--- src/rtl/flag_condition_unit.sv ---
`default_nettype none
// ============================================================================
// Module   : flag_condition_unit
// Purpose  : Holds the ALU N/Z/C/V status flags and answers condition-code
//            queries with a registered taken/not-taken result one cycle after
//            the query. Also keeps a saturating count of negative arithmetic
//            results.
// Ports    : clk, rst            - clock, synchronous active-high reset
//            flag_valid/ready    - flag update handshake (n/z/c/v_in,
//                                  is_arithmetic)
//            cond_valid/ready    - condition query handshake (cond)
//            result_valid        - one-cycle pulse, cond_taken is valid
//            cond_taken          - condition outcome, held between pulses
//            flags               - held flags {N,Z,C,V}
//            neg_count           - saturating negative-result counter
//            clear_counts        - clears neg_count and sticky_v
//            sticky_v            - sticky overflow indicator
// Options  : FLAG_STICKY_V_EN    - when defined, sticky_v is a real sticky
//                                  register; otherwise it is tied to 0.
// Revision : 1.0 - initial release
// ============================================================================
module flag_condition_unit #(
    parameter int CNT_W = 8
) (
    input  logic             clk,
    input  logic             rst,
    input  logic             flag_valid,
    output logic             flag_ready,
    input  logic             n_in,
    input  logic             z_in,
    input  logic             c_in,
    input  logic             v_in,
    input  logic             is_arithmetic,
    input  logic             cond_valid,
    input  logic [3:0]       cond,
    output logic             cond_ready,
    output logic             result_valid,
    output logic             cond_taken,
    output logic [3:0]       flags,
    output logic [CNT_W-1:0] neg_count,
    input  logic             clear_counts,
    output logic             sticky_v
);

    typedef enum logic [0:0] {
        ST_EMPTY  = 1'b0,
        ST_LOADED = 1'b1
    } state_t;

    state_t           r_state;
    logic [3:0]       r_flags;
    logic [CNT_W-1:0] r_neg_count;
    logic             r_result_valid;
    logic             r_cond_taken;

    logic             w_flag_accept;
    logic             w_query_accept;
    logic [3:0]       w_new_flags;
    logic             w_neg_inc;
    logic             w_cond_base;
    logic             w_cond_result;
    logic             w_n, w_z, w_c, w_v;

    assign flag_ready     = !rst;
    assign cond_ready     = (r_state == ST_LOADED);
    assign w_flag_accept  = flag_valid && flag_ready;
    assign w_query_accept = cond_valid && cond_ready;

    // Logic ops never assert N/C/V; only Z comes through unchanged.
    assign w_new_flags = is_arithmetic ? {n_in, z_in, c_in, v_in}
                                       : {1'b0, z_in, 2'b00};
    assign w_neg_inc   = w_flag_accept && is_arithmetic && n_in;

    // Queries always read the currently held flags, so a same-cycle update
    // is not visible to the query (read-before-write).
    assign {w_n, w_z, w_c, w_v} = r_flags;

    // Condition codes come in complementary pairs: the odd code of each pair
    // is the inverse of the even one, so only eight base terms are needed.
    always_comb begin
        w_cond_base = 1'b0;
        case (cond[3:1])
            3'd0: w_cond_base = w_z;
            3'd1: w_cond_base = w_c;
            3'd2: w_cond_base = w_n;
            3'd3: w_cond_base = w_v;
            3'd4: w_cond_base = w_c && !w_z;
            3'd5: w_cond_base = (w_n == w_v);
            3'd6: w_cond_base = !w_z && (w_n == w_v);
            3'd7: w_cond_base = 1'b1;
            default: w_cond_base = 1'b0;
        endcase
    end
    assign w_cond_result = w_cond_base ^ cond[0];

    always_ff @(posedge clk) begin
        if (rst) begin
            r_state        <= ST_EMPTY;
            r_flags        <= 4'b0000;
            r_neg_count    <= '0;
            r_result_valid <= 1'b0;
            r_cond_taken   <= 1'b0;
        end else begin
            r_result_valid <= w_query_accept;
            if (w_query_accept) begin
                r_cond_taken <= w_cond_result;
            end

            case (r_state)
                ST_EMPTY: begin
                    if (w_flag_accept) begin
                        r_state <= ST_LOADED;
                    end
                end
                ST_LOADED: r_state <= ST_LOADED;
                default:   r_state <= ST_EMPTY;
            endcase

            if (w_flag_accept) begin
                r_flags <= w_new_flags;
            end

            // Clear wins over a same-cycle increment; increment saturates.
            if (clear_counts) begin
                r_neg_count <= '0;
            end else if (w_neg_inc && !(&r_neg_count)) begin
                r_neg_count <= r_neg_count + 1'b1;
            end
        end
    end

`ifdef FLAG_STICKY_V_EN
    logic r_sticky_v;

    always_ff @(posedge clk) begin
        if (rst) begin
            r_sticky_v <= 1'b0;
        end else if (clear_counts) begin
            r_sticky_v <= 1'b0;
        end else if (w_flag_accept && is_arithmetic && v_in) begin
            r_sticky_v <= 1'b1;
        end
    end

    assign sticky_v = r_sticky_v;
`else
    assign sticky_v = 1'b0;
`endif

    assign flags        = r_flags;
    assign neg_count    = r_neg_count;
    assign result_valid = r_result_valid;
    assign cond_taken   = r_cond_taken;

endmodule
`default_nettype wire

--- config.mk ---
export PLATFORM = sky130hd
export DESIGN_NAME = flag_condition_unit
export DESIGN_NICKNAME = d
export VERILOG_FILES = /design/src/rtl/flag_condition_unit.sv
export SDC_FILE = /design/constraint.sdc
export NUM_CORES = 1
export LEC_CHECK = 0
export ABC_AREA = 1
export BUFFER_PORTS_ARGS = -buffer_cell sky130_fd_sc_hd__buf_2
export CAP_MARGIN = 20
export CORE_MARGIN = 2
export CORE_UTILIZATION = 40
export CTS_BUF_LIST = sky130_fd_sc_hd__clkbuf_8 sky130_fd_sc_hd__clkbuf_16
export DETAILED_ROUTE_END_ITERATION = 8
export GPL_ROUTABILITY_DRIVEN = 0
export HOLD_SLACK_MARGIN = 0.06
export PLACE_DENSITY = 0.74
export SLEW_MARGIN = 20
export SYNTH_ARGS = -nofsm -noshare
export SYNTH_HDL_FRONTEND = slang
export SYNTH_SLANG_ARGS = --single-unit
--- constraint.sdc ---
create_clock -name clk -period 1.4 [get_ports clk]
set_input_delay 0.07 -clock clk [delete_from_list [all_inputs] [get_ports clk]]
set_output_delay 0.07 -clock clk [all_outputs]
set_load 0.05 [all_outputs]
## Yosys cells after proc, flatten, opt, wreduce, memory -nomap -nowiden

Cells that the tools add are included.
W data, S select, Z words.

- Flip-flop bits (word level): 15
- Bits in latches: 0
- Memory bits (writable): 0
- Memory bits (read-only): 0
- Bits of input ports: 14
- Memories: 0

- Add/sub/neg operators: 1
- $mul: 0
- Div/mod/pow operators: 0
- $lt $le $gt $ge: 0
- Equality and inequality tests: 8
- Shift-type cells: 0
- Mux-type cells: 4
- Bitwise gates (word level): 2
- Reduce and logical (&&, ||, !) cells: 13

Operators by type and width:

| operator | number |
|---|---|
| $eq A3 B3 Y1 const B | 4 |
| $add A8 B1 Y8 const B | 1 |
| $pmux W1 S8 | 1 |
| $reduce_and A8 Y1 | 1 |
| $logic_and A1 B1 Y1 | 7 |
| $eq A3 B2 Y1 const B | 2 |
| $mux W4 | 1 |
| $eq A3 B1 Y1 const B | 1 |
| $logic_not A1 Y1 | 3 |
| $logic_not A3 Y1 | 1 |
| $pmux W1 S2 | 1 |
| $reduce_or A2 Y1 | 1 |
| $eq A1 B1 Y1 | 1 |
| $mux W1 | 1 |
| $not A1 Y1 | 1 |
| $xor A1 B1 Y1 | 1 |

## Depth between registers and ports, before layout

Gate-level depths: netlist of run 1.

- Depth after elaboration: 5
- Depth in mapped cells: 11
- Gate-level depth less buffers: 11

## Worst setup path before layout of run 1

No wires, ideal clock.

- Path kind: reg-to-reg
- From: register r_neg_count[0], in the netlist neg_count[0]
- To: register r_neg_count[0], in the netlist neg_count[0]
- Setup time: 0.146 ns
- Arrival: 1.597 ns
- Path slack: -0.343 ns
- Stages on the path, launching flop included: 9
- Path buffers: 0
- Period minus slack after synthesis: 1.743 ns
- Cells stage by stage: dfxtp_1 -> ha_1 -> nand2_1 -> inv_1 -> nand3_2 -> nand2_4 -> inv_6 -> o21ai_0 -> a21oi_1

- Cells in the longest elaborated chain, start to end: 3
- Elaborated cells between the ends (all ways): 4
- Classes of those cells: add/sub: 1; reduce/logical: 3

Ends and longest elaborated chain:

| what | RTL line | source |
|---|---|---|
| start: declaration | 52 | `logic [CNT_W-1:0] r_neg_count;` |
| start signal: assignment | 127 | `r_neg_count <= r_neg_count + 1'b1;` |
| parallel branches: the longest is 3 deep, another holds $add A8 B1 Y8 | n/a |  |

Several ways; the timed one is not identified.
A chain may end at the register's enable or synchronous reset.

## Worst setup path in the final report of run 1

- From: register r_neg_count[0], in the netlist neg_count[0]
- To: register r_neg_count[4], in the netlist neg_count[4]

The elaborated chain is that of the path after synthesis.

==> insert_results.sql, run 1 <==
INSERT INTO impl_metrics (metric_group, metric, value, unit) VALUES
('floorplanning', 'rows', '16', ''),
('global_route', 'number_of_antenna_violations_at_the_first_check_in_global_routing', '0', ''),
('layout', 'final_common_cell', 'sky130_fd_sc_hd__buf_2', ''),
('worst_setup_path', 'cp_common_cell', 'sky130_fd_sc_hd__nand2_1', ''),
('sta', 'report.final.slew_viol_count', '0', ''),
('logic_synthesis', 'syn-num-nets', '132', ''),
('worst_setup_path', 'critical_path.cell_chain', 'ha_4 > nand2_1 > inv_2 > nand3_4 > nand2_8 > inv_8 > nand2_4 > nor2_4 > nand2_2 > nand2_1 > nor2_1', ''),
('worst_setup_path', 'worst-endpoint-required', '1.53', 'ns'),
('layout', 'layout_common_cells', '28 x sky130_fd_sc_hd__buf_2, 27 x sky130_fd_sc_hd__nand2_1, 16 x sky130_fd_sc_hd__nor2_1', ''),
('worst_setup_path', 'r2r_cells', '11', ''),
('logic_synthesis', 'synth-seq-area-share', '0.361', ''),
('place', 'number_of_placed_cells_counting_well_taps', '171', ''),
('worst_hold_path', 'worst_hold_startpoint', 'z_in', ''),
('logic_synthesis', 'ys_warn_count', '0', ''),
('floorplanning', 'dieHeight', '49.6', 'µm'),
('floorplanning', 'start_util', '0.424', ''),
('clock_network', 'cts_tree', 'done', ''),
('clock_network', 'max_root_sink_buffers', '2', ''),
('clock_network', 'cts-buffers-inserted', '3', ''),
('power_and_ir_drop', 'p_leak', '0.000571', 'µW'),
('layout', 'final_cell_count_no_fill', '179', ''),
('worst_setup_path', 'cp_slowest_cell', 'sky130_fd_sc_hd__dfxtp_4', ''),
('status', 'status', 'finished, final reports clean', ''),
('logic_synthesis', 'synth_edf_count', '0', ''),
('worst_setup_path', 'crit-reg2reg-launch', 'neg_count[0]', ''),
('power_and_ir_drop', 'power_per_cell_area', '819', 'nW/µm²'),
('layout', 'flow.area_growth_from_synthesis', '36.5', '%'),
('sta', 'final_period_utilization', '0.965', ''),
('routing', 'drtIter0Drc', '6', ''),
('global_route', 'number_of_global_route_vias_before_repair', '741', ''),
('global_route', 'grt.overflow.total', '0', ''),
('worst_setup_path', 'cpPeakStageDelay', '0.36', 'ns'),
('logic_synthesis', 'yosys.area.top_type', 'sky130_fd_sc_hd__dfxtp_1', ''),
('routing', 'routed_wl', '1890', 'µm'),
('sta', 'setup-violations-final', '0', ''),
('logic_synthesis', 'post_synth.cell_area_avg', '7.11', 'µm²'),
('global_route', 'grt_use_total', '0.158', ''),
('routing', 'routed-via-count', '827', ''),
('worst_setup_path', 'crit_path_start_kind', 'flip-flop', ''),
('floorplanning', 'area_of_the_die', '2460', 'µm²'),
('worst_setup_path', 'critical_path_class', 'reg2reg', ''),
('logic_synthesis', 'yosys_register_bits', '15', ''),
('worst_setup_path', 'cp.arrival', '1.48', 'ns'),
('place', 'input_output_buffers', '29', ''),
('worst_hold_path', 'worst_hold_path.num_cells', '3', ''),
('worst_setup_path', 'worst-path-buf-inv', '2', ''),
('layout', 'antenna_cells_inserted', '0', ''),
('floorplanning', 'fp.dieW', '49.6', 'µm'),
('clock_network', 'cts-htree-levels', '1', ''),
('place', 'post_detail_place_hpwl', '1480', 'µm'),
('clock_network', 'clk_root_buffer_cell', 'sky130_fd_sc_hd__clkbuf_8', ''),
('worst_setup_path', 'critical_path.reg2reg.endpoint', 'neg_count[4]', ''),
('sta', 'max_freq', '0.741', 'GHz'),
('logic_synthesis', 'synth.distinct_cells', '28', ''),
('worst_hold_path', 'min_delay_worst_endpoint', 'flags[2]', ''),
('layout', 'drive_above_1_share', '0.388', ''),
('global_route', 'first_pass_grt_wire_length', '2990', 'µm'),
('routing', 'ant_nets', '0', ''),
('layout', 'post-route-util', '0.579', ''),
('worst_setup_path', 'ff2ff_setup_slack', '0.05', 'ns'),
('routing', 'vias_per_cell', '4.62', ''),
('worst_setup_path', 'timing.critical_path.max_delay_family', 'simple AND/OR/NAND/NOR gates', ''),
('floorplanning', 'core_area', '1960', 'µm²'),
('worst_setup_path', 'critical_path_peak_fanout', '8', ''),
('clock_network', 'clock_slew_seen_by_the_registers_of_the_worst_setup_and_hold_paths', '0.06', 'ns'),
('routing', 'route.detailed.wl_per_inst', '10.6', 'µm'),
('routing', 'number_of_drc_violations_after_detailed_routing', '0', ''),
('job', 'max_cap_violations', '0', ''),
('routing', 'drt_pre_antenna_iters', '2', ''),
('logic_synthesis', 'mappedNetlistArea', '832', 'µm²'),
('clock_network', 'clock-sinks', '15', '');
[registers in the layout (all words and copies together) (netlist names)]
| name | cells |
|---|---|
| cond_ready | 1 |
| cond_taken | 1 |
| result_valid | 1 |
| neg_count | 8 |
| flags | 4 |
[logic make-up (layout without fill, tap and decap cells)]
kind of cell               after synthesis  after routing  synth area share
adders and majority gates                1              1            0.0150
buffers and inverters                   19             54             0.107
other                                    1              1           0.00451
and+or+nand+nor                         63             63             0.377
AOI/OAI and AO/OA                       16             16             0.114
DFF                                     15             15             0.361
xor gates and xnor gates                 2              2            0.0211
[layer usage]
| metal | GRT usage | up-vias | wire, µm |
|---|---|---|---|
| met5 | 0 | - | 0 |
| met4 | 0.0463 | 0 | 19 |
| met3 | 0.0606 | 2 | 95 |
| met2 | 0.264 | 18 | 914 |
| met1 | 0.187 | 366 | 859 |
| li1 | - | 441 | - |
[report_power, final]
group          internal, µW  switching (µW)
Combinational          52.2             105
Clock                   194             137
Sequential              435            8.00
Total                   681             250
[synthesized netlist by cell type (2+ instances only)]
master,instances
sky130_fd_sc_hd__a32oi_1,2
sky130_fd_sc_hd__dfxtp_1,15
sky130_fd_sc_hd__nand2_2,2
sky130_fd_sc_hd__o21ai_0,3
sky130_fd_sc_hd__nor2_1,16
sky130_fd_sc_hd__nor3_1,2
sky130_fd_sc_hd__nand3_1,6
sky130_fd_sc_hd__nand3_2,2
sky130_fd_sc_hd__a21oi_1,8
sky130_fd_sc_hd__nand2_4,2
sky130_fd_sc_hd__nand2_1,27
sky130_fd_sc_hd__nor2_4,3
sky130_fd_sc_hd__inv_1,14
[stage by stage]
step	TNS (ns)	total power (µW)	area, µm²	worst slack, ns	hold WS, ns
finish	0	931	1140	0.0497	0.0538
global route	-0.00527	981	1140	-0.00527	0.0782
CTS	0	933	1060	0.0217	0.0642
detailed placement	0	596	1010	0.0319	0.318
global placement	0	592	1010	0.0921	0.306
floorplan	0	555	850	0.0109	0.154
[worst max path at each step]
stage | start | endpoint | slack (ns) | cells after the start
global route | neg_count[0] | neg_count[4] | -0.005 | 11
finish | neg_count[0] | neg_count[4] | 0.05 | 11
floorplan | neg_count[0] | neg_count[0] | 0.01 | 8
global placement | neg_count[0] | neg_count[4] | 0.09 | 11
detailed placement | neg_count[0] | neg_count[4] | 0.03 | 11
CTS | neg_count[0] | neg_count[4] | 0.02 | 11
[layout make-up]
type	count	area, µm²	area share
tap	27	33.8	0.0297
inverter	17	73.8	0.0650
multi-input combinational	83	482	0.424
clock buffer	3	41.3	0.0363
timing repair buffer	33	186	0.164
clock inverter	1	3.75	0.00330
sequential	15	315	0.278
[worst reg2reg max path, cell delays in order, from the launching register on]
cell and delay (ns):
sky130_fd_sc_hd__dfxtp_4 0.36, sky130_fd_sc_hd__ha_4 0.17, sky130_fd_sc_hd__nand2_1 0.11, sky130_fd_sc_hd__inv_2 0.06
sky130_fd_sc_hd__nand3_4 0.09, sky130_fd_sc_hd__nand2_8 0.08, sky130_fd_sc_hd__inv_8 0.08, sky130_fd_sc_hd__nand2_4 0.05
sky130_fd_sc_hd__nor2_4 0.08, sky130_fd_sc_hd__nand2_2 0.05, sky130_fd_sc_hd__nand2_1 0.06, sky130_fd_sc_hd__nor2_1 0.04
[what timing repair did]
action,4_1_cts,5_1_grt
hold buffers,1,0
endpoints found under the hold margin,1,0
setup endpoints to repair,0,6
gates resized for setup,0,11
setup buffers,0,3
Note: power is estimated with default switching activity, not from simulation.
==> run 2, diff against run 1 <==
--- a/config.mk
+++ b/config.mk
@@ -14,7 +14,7 @@
 export DETAILED_ROUTE_END_ITERATION = 8
 export GPL_ROUTABILITY_DRIVEN = 0
 export HOLD_SLACK_MARGIN = 0.06
-export PLACE_DENSITY = 0.74
+export PLACE_DENSITY = 0.71
 export SLEW_MARGIN = 20
 export SYNTH_ARGS = -nofsm -noshare
 export SYNTH_HDL_FRONTEND = slang
==> constraint.sdc (replaced) <==
create_clock -name clk -period 1.7 [get_ports clk]
set_input_delay 0.255 -clock clk [delete_from_list [all_inputs] [get_ports clk]]
set_output_delay 0.255 -clock clk [all_outputs]
set_load 0.05 [all_outputs]
==> insert_results.sql, run 2 (synthesis gave the netlist of run 1 again) <==
INSERT INTO impl_metrics (metric_group, metric, value, unit) VALUES
('sta', 'rsz_0062_raised_after_global_routing', 'no', ''),
('layout', 'design.final.nets', '164', ''),
('clock_network', 'cts.hold.buffers_added', '0', ''),
('routing', 'routed_wl', '1700', 'µm'),
('place', 'post_detail_place_hpwl', '1390', 'µm'),
('global_route', 'grt_use_total', '0.153', ''),
('floorplanning', 'ios', '31', ''),
('layout', 'flow.area_growth_from_synthesis', '25.1', '%'),
('sta', 'hold_viol', '0', ''),
('clock_network', 'cts-resized-gates', '0', ''),
('worst_setup_path', 'crit_path_start_kind', 'flip-flop', ''),
('worst_hold_path', 'min_delay_worst_endpoint', 'flags[2]', ''),
('power_and_ir_drop', 'p_leak', '0.000522', 'µW'),
('layout', 'layout_common_cells', '29 x sky130_fd_sc_hd__buf_2, 27 x sky130_fd_sc_hd__nand2_1, 16 x sky130_fd_sc_hd__nor2_1', ''),
('worst_setup_path', 'crit-reg2reg-launch', 'neg_count[0]', ''),
('worst_setup_path', 'worst-endpoint-required', '1.84', 'ns'),
('clock_network', 'clock-sinks', '15', ''),
('worst_setup_path', 'cp_slowest_cell', 'sky130_fd_sc_hd__dfxtp_2', ''),
('sta', 'fin_skew', '0.00295', 'ns'),
('worst_setup_path', 'ff2ff_setup_slack', '0.30', 'ns'),
('power_and_ir_drop', 'total_power', '773', 'µW'),
('floorplanning', 'fp.dieW', '49.6', 'µm'),
('clock_network', 'cts-buffers-inserted', '3', ''),
('sta', 'report.final.slew_viol_count', '0', ''),
('layout', 'drive_above_1_share', '0.324', ''),
('routing', 'number_of_drc_violations_after_detailed_routing', '0', ''),
('routing', 'vias_per_cell', '4.67', ''),
('worst_setup_path', 'critical_path_peak_fanout', '8', ''),
('power_and_ir_drop', 'power_per_cell_area', '743', 'nW/µm²'),
('worst_setup_path', 'r2r_cells', '11', ''),
('clock_network', 'cts_tree', 'done', ''),
('worst_setup_path', 'critical_path.endpoint_type', 'flip-flop', ''),
('global_route', 'grt.overflow.total', '0', ''),
('clock_network', 'cts-htree-levels', '1', ''),
('clock_network', 'clk_root_buffer_cell', 'sky130_fd_sc_hd__clkbuf_8', ''),
('sta', 'max_freq', '0.713', 'GHz'),
('worst_setup_path', 'critical_path.cell_chain', 'ha_1 > nand2_1 > inv_1 > nand3_2 > nand2_4 > inv_6 > nand2_4 > nor2_4 > nand2_2 > nand2_1 > nor2_1', ''),
('clock_network', 'max_root_sink_buffers', '2', ''),
('global_route', 'first_pass_grt_wire_length', '2980', 'µm'),
('layout', 'largest_register_ff_count', '8', ''),
('routing', 'drtIter0Drc', '13', ''),
('clock_network', 'postCtsSetupBuffers', '0', ''),
('sta', 'period_needed', '1.40', 'ns'),
('job', 'max_cap_violations', '0', ''),
('place', 'placedInstanceArea', '995', 'µm²'),
('clock_network', 'clock_latency', '0.25', 'ns'),
('place', 'input_output_buffers', '29', ''),
('layout', 'antenna_cells_inserted', '0', ''),
('worst_hold_path', 'worst_hold_startpoint', 'z_in', ''),
('worst_hold_path', 'worst_hold_path.num_cells', '3', ''),
('power_and_ir_drop', 'peakVddDrop', '0.000505', 'V'),
('routing', 'drt_pre_antenna_iters', '4', ''),
('floorplanning', 'start_util', '0.424', ''),
('sta', 'finalSetupTns', '0', 'ns'),
('status', 'status', 'finished, final reports clean', ''),
('floorplanning', 'core_area', '1960', 'µm²'),
('sta', 'final_period_utilization', '0.825', ''),
('floorplanning', 'rows', '16', ''),
('layout', 'final_cell_count_no_fill', '175', ''),
('routing', 'ant_nets', '0', ''),
('sta', 'setup-violations-final', '0', ''),
('layout', 'final_design_area_no_fill', '1040', 'µm²'),
('floorplanning', 'dieHeight', '49.6', 'µm'),
('worst_setup_path', 'cpPeakStageDelay', '0.34', 'ns'),
('worst_hold_path', 'worst_hold_path_type', 'in2reg', ''),
('global_route', 'number_of_antenna_violations_at_the_first_check_in_global_routing', '0', ''),
('clock_network', 'clock_slew_seen_by_the_registers_of_the_worst_setup_and_hold_paths', '0.06', 'ns'),
('floorplanning', 'area_of_the_die', '2460', 'µm²'),
('layout', 'final_common_cell', 'sky130_fd_sc_hd__buf_2', ''),
('global_route', 'number_of_global_route_vias_before_repair', '760', ''),
('worst_setup_path', 'critical_path_class', 'reg2reg', ''),
('place', 'number_of_placed_cells_counting_well_taps', '171', ''),
('routing', 'routed-via-count', '817', ''),
('global_route', 'grt_max_degree', '10', ''),
('routing', 'route.detailed.wl_per_inst', '9.73', 'µm'),
('worst_setup_path', 'critical_path.reg2reg.endpoint', 'neg_count[4]', ''),
('worst_setup_path', 'cp.arrival', '1.55', 'ns');
-- run 2: layout make-up --
cell class | instances | area [µm²]
Inverter | 17 | 70.1
Timing Repair Buffer | 29 | 145
Clock buffer | 3 | 41.3
Sequential cell | 15 | 303
Fill cell | 207 | 921
Clock inverter | 1 | 5.00
Multi-Input combinational cell | 83 | 443
Tap cell | 27 | 33.8
-- run 2: worst max path at each step --
stage,start,to,slack (ns),cells after the start
5_1_grt,neg_count[0],neg_count[4],0.19,11
6_report,neg_count[0],neg_count[4],0.30,11
2_1_floorplan,neg_count[0],neg_count[0],0.17,8
3_5_place_dp,neg_count[0],neg_count[4],0.30,11
3_3_place_gp,neg_count[0],neg_count[4],0.36,11
4_1_cts,neg_count[0],neg_count[4],0.29,11
-- run 2: power breakdown --
group	internal, µW	switching, µW
combinational	35.0	82.2
sequential	360	6.28
clock	162	127
total	558	216
-- run 2: critical path: cells and delay by family, from the launching register on --
family / cells / cell delay (ns)
adders and majority gates: 1 / 0.25
DFF: 1 / 0.34
buffers and inverters: 2 / 0.15
and+or+nand+nor: 8 / 0.56
-- run 2: per-layer routing --
metal  vias to the layer above  GRT usage  wire [µm]
li1                        430          -          -
met1                       362      0.174        773
met2                        23      0.282        810
met3                         2     0.0273         93
met4                         0     0.0556         25
met5                         -          0          0
-- run 2: through the flow --
stage                     hold slack [ns]   util  setup slack [ns]
after floorplan                     0.347      -             0.171
after global placement              0.437  0.507             0.362
after detailed placement            0.450  0.507             0.303
after CTS                           0.235  0.531             0.290
after global routing                0.263  0.531             0.186
final                               0.233  0.531             0.298
==> run 3, diff against run 2 <==
--- a/config.mk
+++ b/config.mk
@@ -14,7 +14,7 @@
 export DETAILED_ROUTE_END_ITERATION = 8
 export GPL_ROUTABILITY_DRIVEN = 0
 export HOLD_SLACK_MARGIN = 0.06
-export PLACE_DENSITY = 0.71
+export PLACE_DENSITY = 0.74
 export SLEW_MARGIN = 20
 export SYNTH_ARGS = -nofsm -noshare
 export SYNTH_HDL_FRONTEND = slang
==> constraint.sdc (replaced) <==
create_clock -name clk -period 1.2 [get_ports clk]
set_input_delay 0.18 -clock clk [delete_from_list [all_inputs] [get_ports clk]]
set_output_delay 0.18 -clock clk [all_outputs]
set_load 0.05 [all_outputs]
==> insert_results.sql, run 3 (synthesis gave the netlist of run 1 again) <==
INSERT INTO impl_metrics (metric_group, metric, value, unit) VALUES
('global_route', 'first_pass_grt_wire_length', '3340', 'µm'),
('sta', 'final_period_utilization', '1.03', ''),
('sta', 'rsz_0062_raised_after_global_routing', 'yes', ''),
('clock_network', 'clock_latency', '0.24', 'ns'),
('worst_hold_path', 'worst_hold_path_type', 'in2reg', ''),
('worst_setup_path', 'critical_path_peak_fanout', '7', ''),
('global_route', 'number_of_antenna_violations_at_the_first_check_in_global_routing', '0', ''),
('floorplanning', 'ios', '31', ''),
('clock_network', 'clock_slew_seen_by_the_registers_of_the_worst_setup_and_hold_paths', '0.06', 'ns'),
('floorplanning', 'rows', '16', ''),
('sta', 'max_freq', '0.806', 'GHz'),
('clock_network', 'max_root_sink_buffers', '2', ''),
('routing', 'drt_pre_antenna_iters', '4', ''),
('routing', 'drtIter0Drc', '4', ''),
('sta', 'hold_viol', '0', ''),
('power_and_ir_drop', 'p_leak', '0.000575', 'µW'),
('power_and_ir_drop', 'total_power', '1100', 'µW'),
('status', 'failed_checks', 'setup timing', ''),
('layout', 'drive_above_1_share', '0.481', ''),
('routing', 'routed_wl', '2030', 'µm'),
('sta', 'fin_skew', '0.00156', 'ns'),
('floorplanning', 'core_area', '1960', 'µm²'),
('sta', 'period_needed', '1.24', 'ns'),
('sta', 'finalSetupTns', '-0.0769', 'ns'),
('layout', 'flow.area_growth_from_synthesis', '40.9', '%'),
('clock_network', 'cts.hold.buffers_added', '0', ''),
('power_and_ir_drop', 'power_per_cell_area', '935', 'nW/µm²'),
('place', 'post_detail_place_hpwl', '1630', 'µm'),
('clock_network', 'clock-sinks', '15', ''),
('clock_network', 'clk_root_buffer_cell', 'sky130_fd_sc_hd__clkbuf_8', ''),
('sta', 'report.final.slew_viol_count', '0', ''),
('floorplanning', 'dieHeight', '49.6', 'µm'),
('routing', 'routed-via-count', '881', ''),
('floorplanning', 'fp.dieW', '49.6', 'µm'),
('clock_network', 'cts-buffers-inserted', '3', ''),
('worst_setup_path', 'worst-endpoint-required', '1.33', 'ns'),
('routing', 'route.detailed.wl_per_inst', '11.0', 'µm'),
('worst_setup_path', 'cp_common_cell', 'sky130_fd_sc_hd__nand2_2', ''),
('layout', 'final_cell_count_no_fill', '185', ''),
('global_route', 'number_of_global_route_vias_before_repair', '848', ''),
('global_route', 'grt_max_degree', '10', ''),
('worst_setup_path', 'cpPeakStageDelay', '0.36', 'ns'),
('layout', 'antenna_cells_inserted', '0', ''),
('floorplanning', 'area_of_the_die', '2460', 'µm²'),
('place', 'post-place-ws', '-0.0366', 'ns'),
('clock_network', 'cts_tree', 'done', ''),
('global_route', 'grt.overflow.total', '0', ''),
('sta', 'post-route-worst-setup-slack', '-0.0404', 'ns'),
('worst_setup_path', 'cp_slowest_cell', 'sky130_fd_sc_hd__dfxtp_4', ''),
('worst_setup_path', 'crit_path_start_kind', 'flip-flop', ''),
('worst_setup_path', 'worst-path-buf-inv', '2', ''),
('routing', 'vias_per_cell', '4.76', ''),
('worst_setup_path', 'critical_path_class', 'reg2reg', ''),
('global_route', 'grt_use_total', '0.173', ''),
('layout', 'final_common_cell', 'sky130_fd_sc_hd__buf_2', ''),
('layout', 'layout_common_cells', '29 x sky130_fd_sc_hd__buf_2, 24 x sky130_fd_sc_hd__nand2_1, 15 x sky130_fd_sc_hd__nor2_1', ''),
('worst_setup_path', 'timing.critical_path.max_delay_family', 'simple AND/OR/NAND/NOR gates', ''),
('floorplanning', 'start_util', '0.424', ''),
('sta', 'setup-violations-final', '3', ''),
('place', 'number_of_placed_cells_counting_well_taps', '178', ''),
('layout', 'design.final.nets', '174', ''),
('worst_setup_path', 'cp.arrival', '1.37', 'ns'),
('layout', 'post-route-util', '0.598', ''),
('place', 'input_output_buffers', '29', ''),
('layout', 'largest_register_ff_count', '8', ''),
('power_and_ir_drop', 'peakVddDrop', '0.000765', 'V'),
('status', 'status', 'finished with violations', ''),
('job', 'max_cap_violations', '0', ''),
('worst_setup_path', 'critical_path.cell_chain', 'ha_4 > nand2_2 > inv_2 > nand3_2 > nand2_4 > inv_6 > nand2_4 > nor2_4 > nand2_2 > nand2_2 > nor2_1', ''),
('routing', 'ant_nets', '0', ''),
('clock_network', 'cts-htree-levels', '1', ''),
('routing', 'number_of_drc_violations_after_detailed_routing', '0', ''),
('worst_setup_path', 'critical_path.endpoint_type', 'flip-flop', '');
-- run 3: changes by cell type in the layout (fill, tap and decap cells not counted), sizes merged --
cell / previous run / this run
buf: 29 / 39
-- run 3: power breakdown --
group	switching [µW]	leakage [µW]	total, µW	internal [µW]
combinational	124	0.000419	187	62.9
sequential	10.3	0.000130	508	497
clock	172	0.0000255	401	229
total	306	0.000575	1100	790
-- run 3: layout make-up --
type | count | area, µm²
multi-input cells | 83 | 469
flip-flops and latches | 15 | 333
fillers | 203 | 790
well taps | 27 | 33.8
clock inverters | 1 | 5.00
inverters | 17 | 70.1
clock buffers | 3 | 41.3
repair buffers | 39 | 220
-- run 3: final timing paths --
| check | startpoint | end | slack (ns) | cells past startpoint |
|---|---|---|---|---|
| hold reg to reg | cond_ready | result_valid | 0.47 | 2 |
| hold / removal | z_in | flags[2] | 0.17 | 3 |
| setup / recovery | neg_count[1] | neg_count[4] | -0.04 | 11 |
| setup reg to reg | neg_count[1] | neg_count[4] | -0.04 | 11 |
-- run 3: per-layer routing --
metal / up-vias / share of wire / GRT usage
met2: 20 / 0.57 / 0.342
met3: 2 / 0.042 / 0.0212
met1: 408 / 0.38 / 0.175
met4: 0 / 0.0059 / 0.0833
li1: 451 / - / -
met5: - / 0 / 0
-- run 3: per-stage QoR --
stage | hold WS, ns | area, µm²
finish | 0.167 | 1170
global route | 0.197 | 1170
CTS | 0.162 | 1150
detailed placement | 0.424 | 1090
global placement | 0.411 | 1090
floorplan | 0.261 | 880
-- run 3: tightest hold or removal path, cell delays in order --
cell and delay (ns):
sky130_fd_sc_hd__buf_2 0.08, sky130_fd_sc_hd__nor2_1 0.04, sky130_fd_sc_hd__nor2_1 0.08
-- run 3: timing repair --
action	CTS	global route
pin swaps	0	2
endpoints found under the setup margin	2	9
buffers inserted	1	2
resized for setup	1	4
